<file path="src/rtl/scan_seq.sv">
// Row-scan sequencer feeding a binary row address and enable to a 4-to-16 decoder.
// Rows 0..last_row are each enabled for a dwell time, optionally separated by blanking.
module scan_seq #(
   parameter int ADDR_W  = 4,
   parameter int DWELL_W = 8,
   parameter int BLANK_W = 4
) (
   input  logic               clk,
   input  logic               rst,
   input  logic               start,
   input  logic               stop,
   input  logic               mode_cont,
   input  logic [ADDR_W-1:0]  last_row,
   input  logic [DWELL_W-1:0] dwell,
   input  logic [BLANK_W-1:0] blank,
   output logic [ADDR_W-1:0]  addr,
   output logic               en,
   output logic               busy,
   output logic               row_strobe,
   output logic               frame_done
);

   typedef enum logic [1:0] {S_IDLE, S_ACTIVE, S_BLANK} state_t;

   localparam logic [ADDR_W-1:0]  ONE_A = 1;
   localparam logic [DWELL_W-1:0] ONE_D = 1;
   localparam logic [BLANK_W-1:0] ONE_B = 1;

   state_t               state_q, state_n;
   logic                 cont_q, cont_n;
   logic [ADDR_W-1:0]    last_q, last_n;
   logic [DWELL_W-1:0]   dwell_q, dwell_n;
   logic [BLANK_W-1:0]   blank_q, blank_n;
   logic [DWELL_W-1:0]   dcnt_q, dcnt_n;
   logic [BLANK_W-1:0]   bcnt_q, bcnt_n;
   logic [ADDR_W-1:0]    addr_n;
   logic [ADDR_W-1:0]    next_row;
   logic                 row_end;

   // dcnt_q counts the enabled cycle within a row starting at 1, so the
   // row ends when it reaches the latched dwell (already clamped to >= 1).
   assign row_end  = (dcnt_q == dwell_q);
   assign next_row = (addr == last_q) ? '0 : addr + ONE_A;

   always_comb begin
      state_n = state_q;
      addr_n  = addr;
      dcnt_n  = dcnt_q;
      bcnt_n  = bcnt_q;
      cont_n  = cont_q;
      last_n  = last_q;
      dwell_n = dwell_q;
      blank_n = blank_q;
      case (state_q)
         S_IDLE: begin
            addr_n = '0;
            dcnt_n = '0;
            bcnt_n = '0;
            if (start && !stop) begin
               cont_n  = mode_cont;
               last_n  = last_row;
               dwell_n = (dwell == '0) ? ONE_D : dwell;
               blank_n = blank;
               state_n = S_ACTIVE;
               dcnt_n  = ONE_D;
            end
         end
         S_ACTIVE: begin
            if (stop) begin
               state_n = S_IDLE;
               addr_n  = '0;
               dcnt_n  = '0;
               bcnt_n  = '0;
            end else if (row_end) begin
               if ((addr != last_q) || cont_q) begin
                  if (blank_q != '0) begin
                     state_n = S_BLANK;
                     bcnt_n  = ONE_B;
                     dcnt_n  = '0;
                  end else begin
                     addr_n = next_row;
                     dcnt_n = ONE_D;
                  end
               end else begin
                  // single frame finished: no trailing blank
                  state_n = S_IDLE;
                  addr_n  = '0;
                  dcnt_n  = '0;
                  bcnt_n  = '0;
               end
            end else begin
               dcnt_n = dcnt_q + ONE_D;
            end
         end
         S_BLANK: begin
            if (stop) begin
               state_n = S_IDLE;
               addr_n  = '0;
               dcnt_n  = '0;
               bcnt_n  = '0;
            end else if (bcnt_q == blank_q) begin
               state_n = S_ACTIVE;
               addr_n  = next_row;
               dcnt_n  = ONE_D;
               bcnt_n  = '0;
            end else begin
               bcnt_n = bcnt_q + ONE_B;
            end
         end
         default: begin
            state_n = S_IDLE;
            addr_n  = '0;
            dcnt_n  = '0;
            bcnt_n  = '0;
         end
      endcase
   end

   // Outputs are registered from the next-state view so strobes line up
   // with the cycle they describe.
   always_ff @(posedge clk) begin
      if (rst) begin
         state_q    <= S_IDLE;
         addr       <= '0;
         dcnt_q     <= '0;
         bcnt_q     <= '0;
         cont_q     <= 1'b0;
         last_q     <= '0;
         dwell_q    <= '0;
         blank_q    <= '0;
         en         <= 1'b0;
         busy       <= 1'b0;
         row_strobe <= 1'b0;
         frame_done <= 1'b0;
      end else begin
         state_q    <= state_n;
         addr       <= addr_n;
         dcnt_q     <= dcnt_n;
         bcnt_q     <= bcnt_n;
         cont_q     <= cont_n;
         last_q     <= last_n;
         dwell_q    <= dwell_n;
         blank_q    <= blank_n;
         en         <= (state_n == S_ACTIVE);
         busy       <= (state_n != S_IDLE);
         row_strobe <= (state_n == S_ACTIVE) && (dcnt_n == ONE_D);
         frame_done <= (state_n == S_ACTIVE) && (dcnt_n == dwell_n) && (addr_n == last_n);
      end
   end

endmodule

</file>
<file path="config.mk">
export PLATFORM = sky130hd
export DESIGN_NAME = scan_seq
export DESIGN_NICKNAME = d
export VERILOG_FILES = /design/src/rtl/scan_seq.sv
export SDC_FILE = /design/constraint.sdc
export NUM_CORES = 1
export LEC_CHECK = 0
export CORE_MARGIN = 5
export CORE_UTILIZATION = 55
export CTS_CLUSTER_SIZE = 8
export DETAILED_ROUTE_END_ITERATION = 12
export PLACE_DENSITY = 0.81
export SYNTH_ARGS = -nofsm -noshare
export SYNTH_HDL_FRONTEND = slang
export SYNTH_SLANG_ARGS = --single-unit
</file>
<file path="constraint.sdc">
create_clock -name clk -period 2.76 [get_ports clk]
set_clock_uncertainty 0.15 [all_clocks]
set_input_delay 0.276 -clock clk [delete_from_list [all_inputs] [get_ports clk]]
set_output_delay 0.276 -clock clk [all_outputs]
set_load 0.005 [all_outputs]
</file>
* Yosys cells after proc, flatten, opt, wreduce, memory -nomap -nowiden
Cells that the tools add are included.
** Storage, ports and cells
- Input port bits :: 21
- Output and inout port bits :: 8
- Logic and storage cells :: 75
- Register bits :: 39
** Cells by class
- Equal/unequal tests :: 12
- Reduce and logical (&&, ||, !) cells :: 12
- Muxes and demuxes :: 36
- Add/sub/neg operators :: 3
** Operator list (count)
- $mux 8 :: 8
- $mux 4 :: 15
- $pmux 8 s3 :: 1
- $eq 8x8->1 :: 2
- $pmux 4 s2 :: 2
- $mux 2 :: 7
- $eq 4x4->1 :: 3
- $add 4x1->4 const B :: 2
- $add 8x1->8 const B :: 1
- $eq 8x1->1 const B :: 1
- $logic_not 8->1 :: 1
- $pmux 2 s3 :: 1
- $eq 2x1->1 const B :: 2
- $logic_and 1x1->1 :: 4
- $ne 4x4->1 :: 1
- $ne 4x4->1 const B :: 1
- $reduce_and 2->1 :: 2
- $reduce_bool 4->1 :: 1
- $ne 3x3->1 const B :: 1
- $eq 2x2->1 const B :: 1
- $logic_not 2->1 :: 1
- $mux 1 :: 2
- $reduce_bool 2->1 :: 1
- $logic_not 1->1 :: 1
- $logic_or 1x1->1 :: 1

* Longest topological paths before layout
- Word-level depth :: 9
- Mapped depth :: 12
- Mapped depth without buffers :: 10

* Worst setup path after synthesis
Ideal clock, no wire load.
- Kind :: flip-flop to flip-flop
- Start :: register state_q[0]
- End :: register frame_done
- Arrival time :: 2328 ps
- Clock period less this slack :: 2557 ps
- Path slack :: 203 ps
- Path buffers :: 1
- Stages on the path, launching flop included :: 11
- Cell sequence :: dfxtp_1 -> inv_1 -> ha_1 -> and3b_1 -> buf_2 -> o21ai_0 -> nor2b_1 -> a32oi_1 -> a2111oi_2 -> nand4_1 -> a211oi_2
** On the way
- Cells in the longest elaborated chain, start to end :: 8
** RTL lines
- from (decl) :: RTL line 29 : state_t state_q, state_n;
- from (signal assigned) :: RTL line 136 : state_q <= state_n;
- $mux 2 :: RTL line 76 : if (blank_q != '0) begin
- $mux 2 :: RTL line 75 : if ((addr != last_q) || cont_q) begin
- $mux 2 :: RTL line 74 : end else if (row_end) begin
- $mux 2 :: RTL line 69 : if (stop) begin
- $pmux 2 s3 :: RTL line 54 : case (state_q)
- $eq 2x1->1 :: RTL line 147 : frame_done <= (state_n == S_ACTIVE) && (dcnt_n == dwell_n) && (addr_n == last_n);
- $logic_and 1x1->1 :: RTL line 147
- $logic_and 1x1->1 (*) :: RTL line 147
- to (signal assigned) :: RTL line 147
- to (decl) :: RTL line 20 : output logic frame_done
Every way passes the cells marked *; elsewhere a longest branch is shown, timed or not.
A chain may end at the register's enable or synchronous reset.

* Worst setup path after layout
- Start :: register blank_q[3]
- End :: register frame_done
** On the way
- Cells in the longest elaborated chain, start to end :: 9
** RTL lines
- from (decl) :: RTL line 33 : logic [BLANK_W-1:0] blank_q, blank_n;
- from (signal assigned) :: RTL line 143 : blank_q <= blank_n;
- $reduce_bool 4->1 :: RTL line 76
- $mux 1 or $mux 2 (tied branches) :: RTL line 76
- $mux 8 or $mux 2 (tied branches) :: RTL line 75
- $mux 8 or $mux 2 (tied branches) :: RTL line 74
- $mux 8 or $mux 2 (tied branches) :: RTL line 69
- $pmux 8 s3 or $pmux 2 s3 (tied branches) :: RTL line 54
- $eq 8x8->1 or $eq 2x1->1 (tied branches) :: RTL line 147
- $logic_and 1x1->1 :: RTL line 147
- $logic_and 1x1->1 (*) :: RTL line 147
Marks and branches as above.

==> summary.txt <==
Worst setup path
  – Worst path max stage delay: 590 ps
  – Arrival time worst endpoint: 2760 ps
  – Max Fanout on Critical Path: 5
  – CP Capture Type: flop
  – Most used cell, CP: nand4_1
  – Worst Setup SP: blank_q[3]$_SDFFE_PP0P_
  – Startpoint types: flop
  – Worst path cell trace: or4_4, buf_4, nor3_1, nand4_1, o311ai_2, a31oi_1, a2111oi_4, nand4_1, a211oi_2
  – Slowest stage cell on the critical path: or4_4
  – Worst setup path class: reg2reg
  – Critical R2R Launch: blank_q[3]$_SDFFE_PP0P_
  – Worst Path Required: 2830 ps

Drt
  – DR pass1 iterations: 5
  – Vias: 2852
  – Drt drc: 0
  – Final wirelength: 8490 microns
  – Iter 0 DRT Violations: 366
  – Vias per cell: 6.37
  – DR WL/cell: 19.0 microns
  – Post-DRT Antenna Nets: 0

Pwr
  – Peak supply drop: 430 uV
  – Combinational power share: 26.9%
  – Switching Share: 29.5%
  – PwrDens: 423 nW/um^2
  – Total internal power: 1.07 mW
  – Total leakage power: 1.38 nW
  – Clk pwr share: 33.6%
  – Sequential power share: 39.5%
  – Net Switching: 0.448 mW
  – Design Power: 1.52 mW

Floorplan
  – Top-level port count: 29
  – Die footprint: 6210 sq um
  – # rows: 25
  – Starting density of the core: 55.9%
  – CORE AREA: 4660 sq um
  – Horiz. Die Dim: 78.8 microns
  – Die Ht: 78.8 microns

STA
  – Max Clk Rate: 372 MHz
  – Slew @ Worst Pin: 680 ps
  – Slew Viols, Final: 0
  – Relative slew margins: 54.7%
  – RSZ-0062 raised after global routing: true
  – Final period utilization: 97.4%
  – Hold slack final: 334 ps
  – Final hold violations: 0
  – Final min period: 2690 ps
  – # setup viols final: 0

Clock tree
  – Max Root-Sink Buffers: 2
  – CTS sink cnt: 39
  – Clock Latency Late Sink: 300 ps
  – Cts-stage hold buffer count: 0
  – Num CTS Buffers: 5
  – H-tree depth: 2
  – Root Buffer: clkbuf_8
  – Worst-path clk slew: 80 ps
  – CTS tree: yes

Place
  – Placed inst area: 3230 sq um
  – Dpl hpwl: 5820 microns
  – Placer Congestion: 0.917
  – Port bufs: 28
  – Dpl cells: 433

Synth
  – EDFF count, synth: 0
  – Ranking of synthesized cells by area: dfxtp_1 (30%), nor2_1 (5.6%), xnor2_1 (4.7%)
  – Synth Instances: 321
  – Post-synthesis net count: 349
  – Ys flop type: dfxtp_1
  – Yosys top cell area share: 30.0%
  – Share of flip-flops with an asynchronous set or reset: 0%
  – Cell Area, Synth: 2600 sq um
  – Total number of yosys warnings: 0
  – Area leader, netlist: dfxtp_1
  – Average cell area after synthesis: 8.11 sq um
  – Seq cells post-synth: 39
  – Synth unique cells: 64
  – Sequential element share of the synthesized area: 30.0%

Global route
  – Number of global-route vias before repair: 2782
  – GRT overflow: 0
  – Total Routing Usage GR: 26.6%
  – Largest net degree at the start of global routing: 25
  – First-pass GRT wire length: 13000 microns
  – Initial antenna violation count: 0

Cells and area
  – Layout Nets: 421
  – Non-Filler Instances: 448
  – Most common cell after layout, fill and taps aside: buf_4
  – Fraction of layout cells with a size suffix above 1: 26.9%
  – Fill cell count: 301
  – Most frequent cells in the layout: buf_4 (51), nor2_1 (39), dfxtp_1 (36), clkdlybuf4s50_1 (27), nand2_1 (22)
  – Post-route cell area: 3600 sq um
  – Post-layout util: 77.2%
  – Register area: 785 sq um
  – ANT cells: 0
  – Multi-input logic area: 1870 sq um
  – Layout area overhead: 38.2%

Status
  – Outcome: finished, final reports clean

Min path
  – Class of the worst hold path: reg2reg
  – Hold path startpoint: blank_q[0]$_SDFFE_PP0P_

Run
  – Max_cap viols: 0
-- area by class of cell --
type | count | share of cell area, %
timing repair buffer | 83 | 20.0
clock inverter | 2 | 0.974
clock buffer | 6 | 2.30
tap | 54 | 1.88
multi-input combinational | 255 | 52.1
inverter | 9 | 0.939
sequential | 39 | 21.8
-- power groups by stage --
stage | clock, mW | combinational, mW | sequential, mW
CTS | 0.507 | 0.353 | 0.598
detailed placement | 0 | 0.347 | 0.610
floorplan | 0 | 0.200 | 0.607
global placement | 0 | 0.338 | 0.610
global route | 0.544 | 0.432 | 0.603
finish | 0.511 | 0.409 | 0.601
-- worst paths after layout --
path	end	depth (start not counted)	slack, ps
setup / recovery	frame_done$_SDFF_PP0_	9	70
hold / removal	blank_q[0]$_SDFFE_PP0P_	2	330
setup reg to reg	frame_done$_SDFF_PP0_	9	70
hold reg to reg	blank_q[0]$_SDFFE_PP0P_	2	330
-- cell families (layout without fill, tap and decap cells) --
group	Yosys count	in the layout	share of synthesized area (%)
buffers and inverters	27	100	4.76
and+or+nand+nor	136	136	27.4
xor gates and xnor gates	22	22	7.40
AOI/OAI and AO/OA	77	77	22.0
DFF	39	39	30.0
muxes	13	13	5.09
adders and majority gates	7	7	3.36
-- synthesized netlist by cell type (all sizes together), types with 8 or more instances --
cell	number
a21oi	23
buf	8
clkbuf	10
dfxtp	39
inv	9
mux2i	11
nand2	22
nand3	13
nor2	40
nor3	9
o21ai	10
xnor2	14
xor2	8
-- critical path, delay by kind of cell, from the launching register on --
| family | cells | cell delay (ps) |
|---|---|---|
| buffers and inverters | 1 | 170 |
| flip-flops | 1 | 340 |
| AND/OR/NAND/NOR | 4 | 1130 |
| AO/OA/AOI/OAI | 4 | 830 |
-- registers in the layout, indices dropped and copies added, names as in the netlist --
register / flops
dcnt_q: 8
state_q: 2
blank_q: 4
row_strobe: 1
last_q: 4
addr: 4
bcnt_q: 4
busy: 1
en: 1
frame_done: 1
cont_q: 1
dwell_q: 8
-- metrics by stage --
step / setup slack [ps] / TNS [ps]
after global placement: -71.5 / -71.5
final: 71.0 / 0
after global routing: -73.4 / -73.4
after detailed placement: -170 / -170
after CTS: 11.4 / 0
after floorplan: 203 / 0
-- repair_timing --
action                     in CTS  in global routing
resized for setup               4                 43
pin swaps                       2                  5
setup endpoints to repair       1                  1
buffers inserted                1                  6
-- layer usage --
layer / GRT usage [%] / up-vias / share of wire [%]
met1: 31.6 / 1323 / 40
met3: 4.54 / 44 / 6.1
met4: 10.3 / 0 / 4.1
met5: 0 / - / 0
li1: - / 1324 / -
met2: 47.3 / 161 / 50
Power figures use the tool's default switching activity.
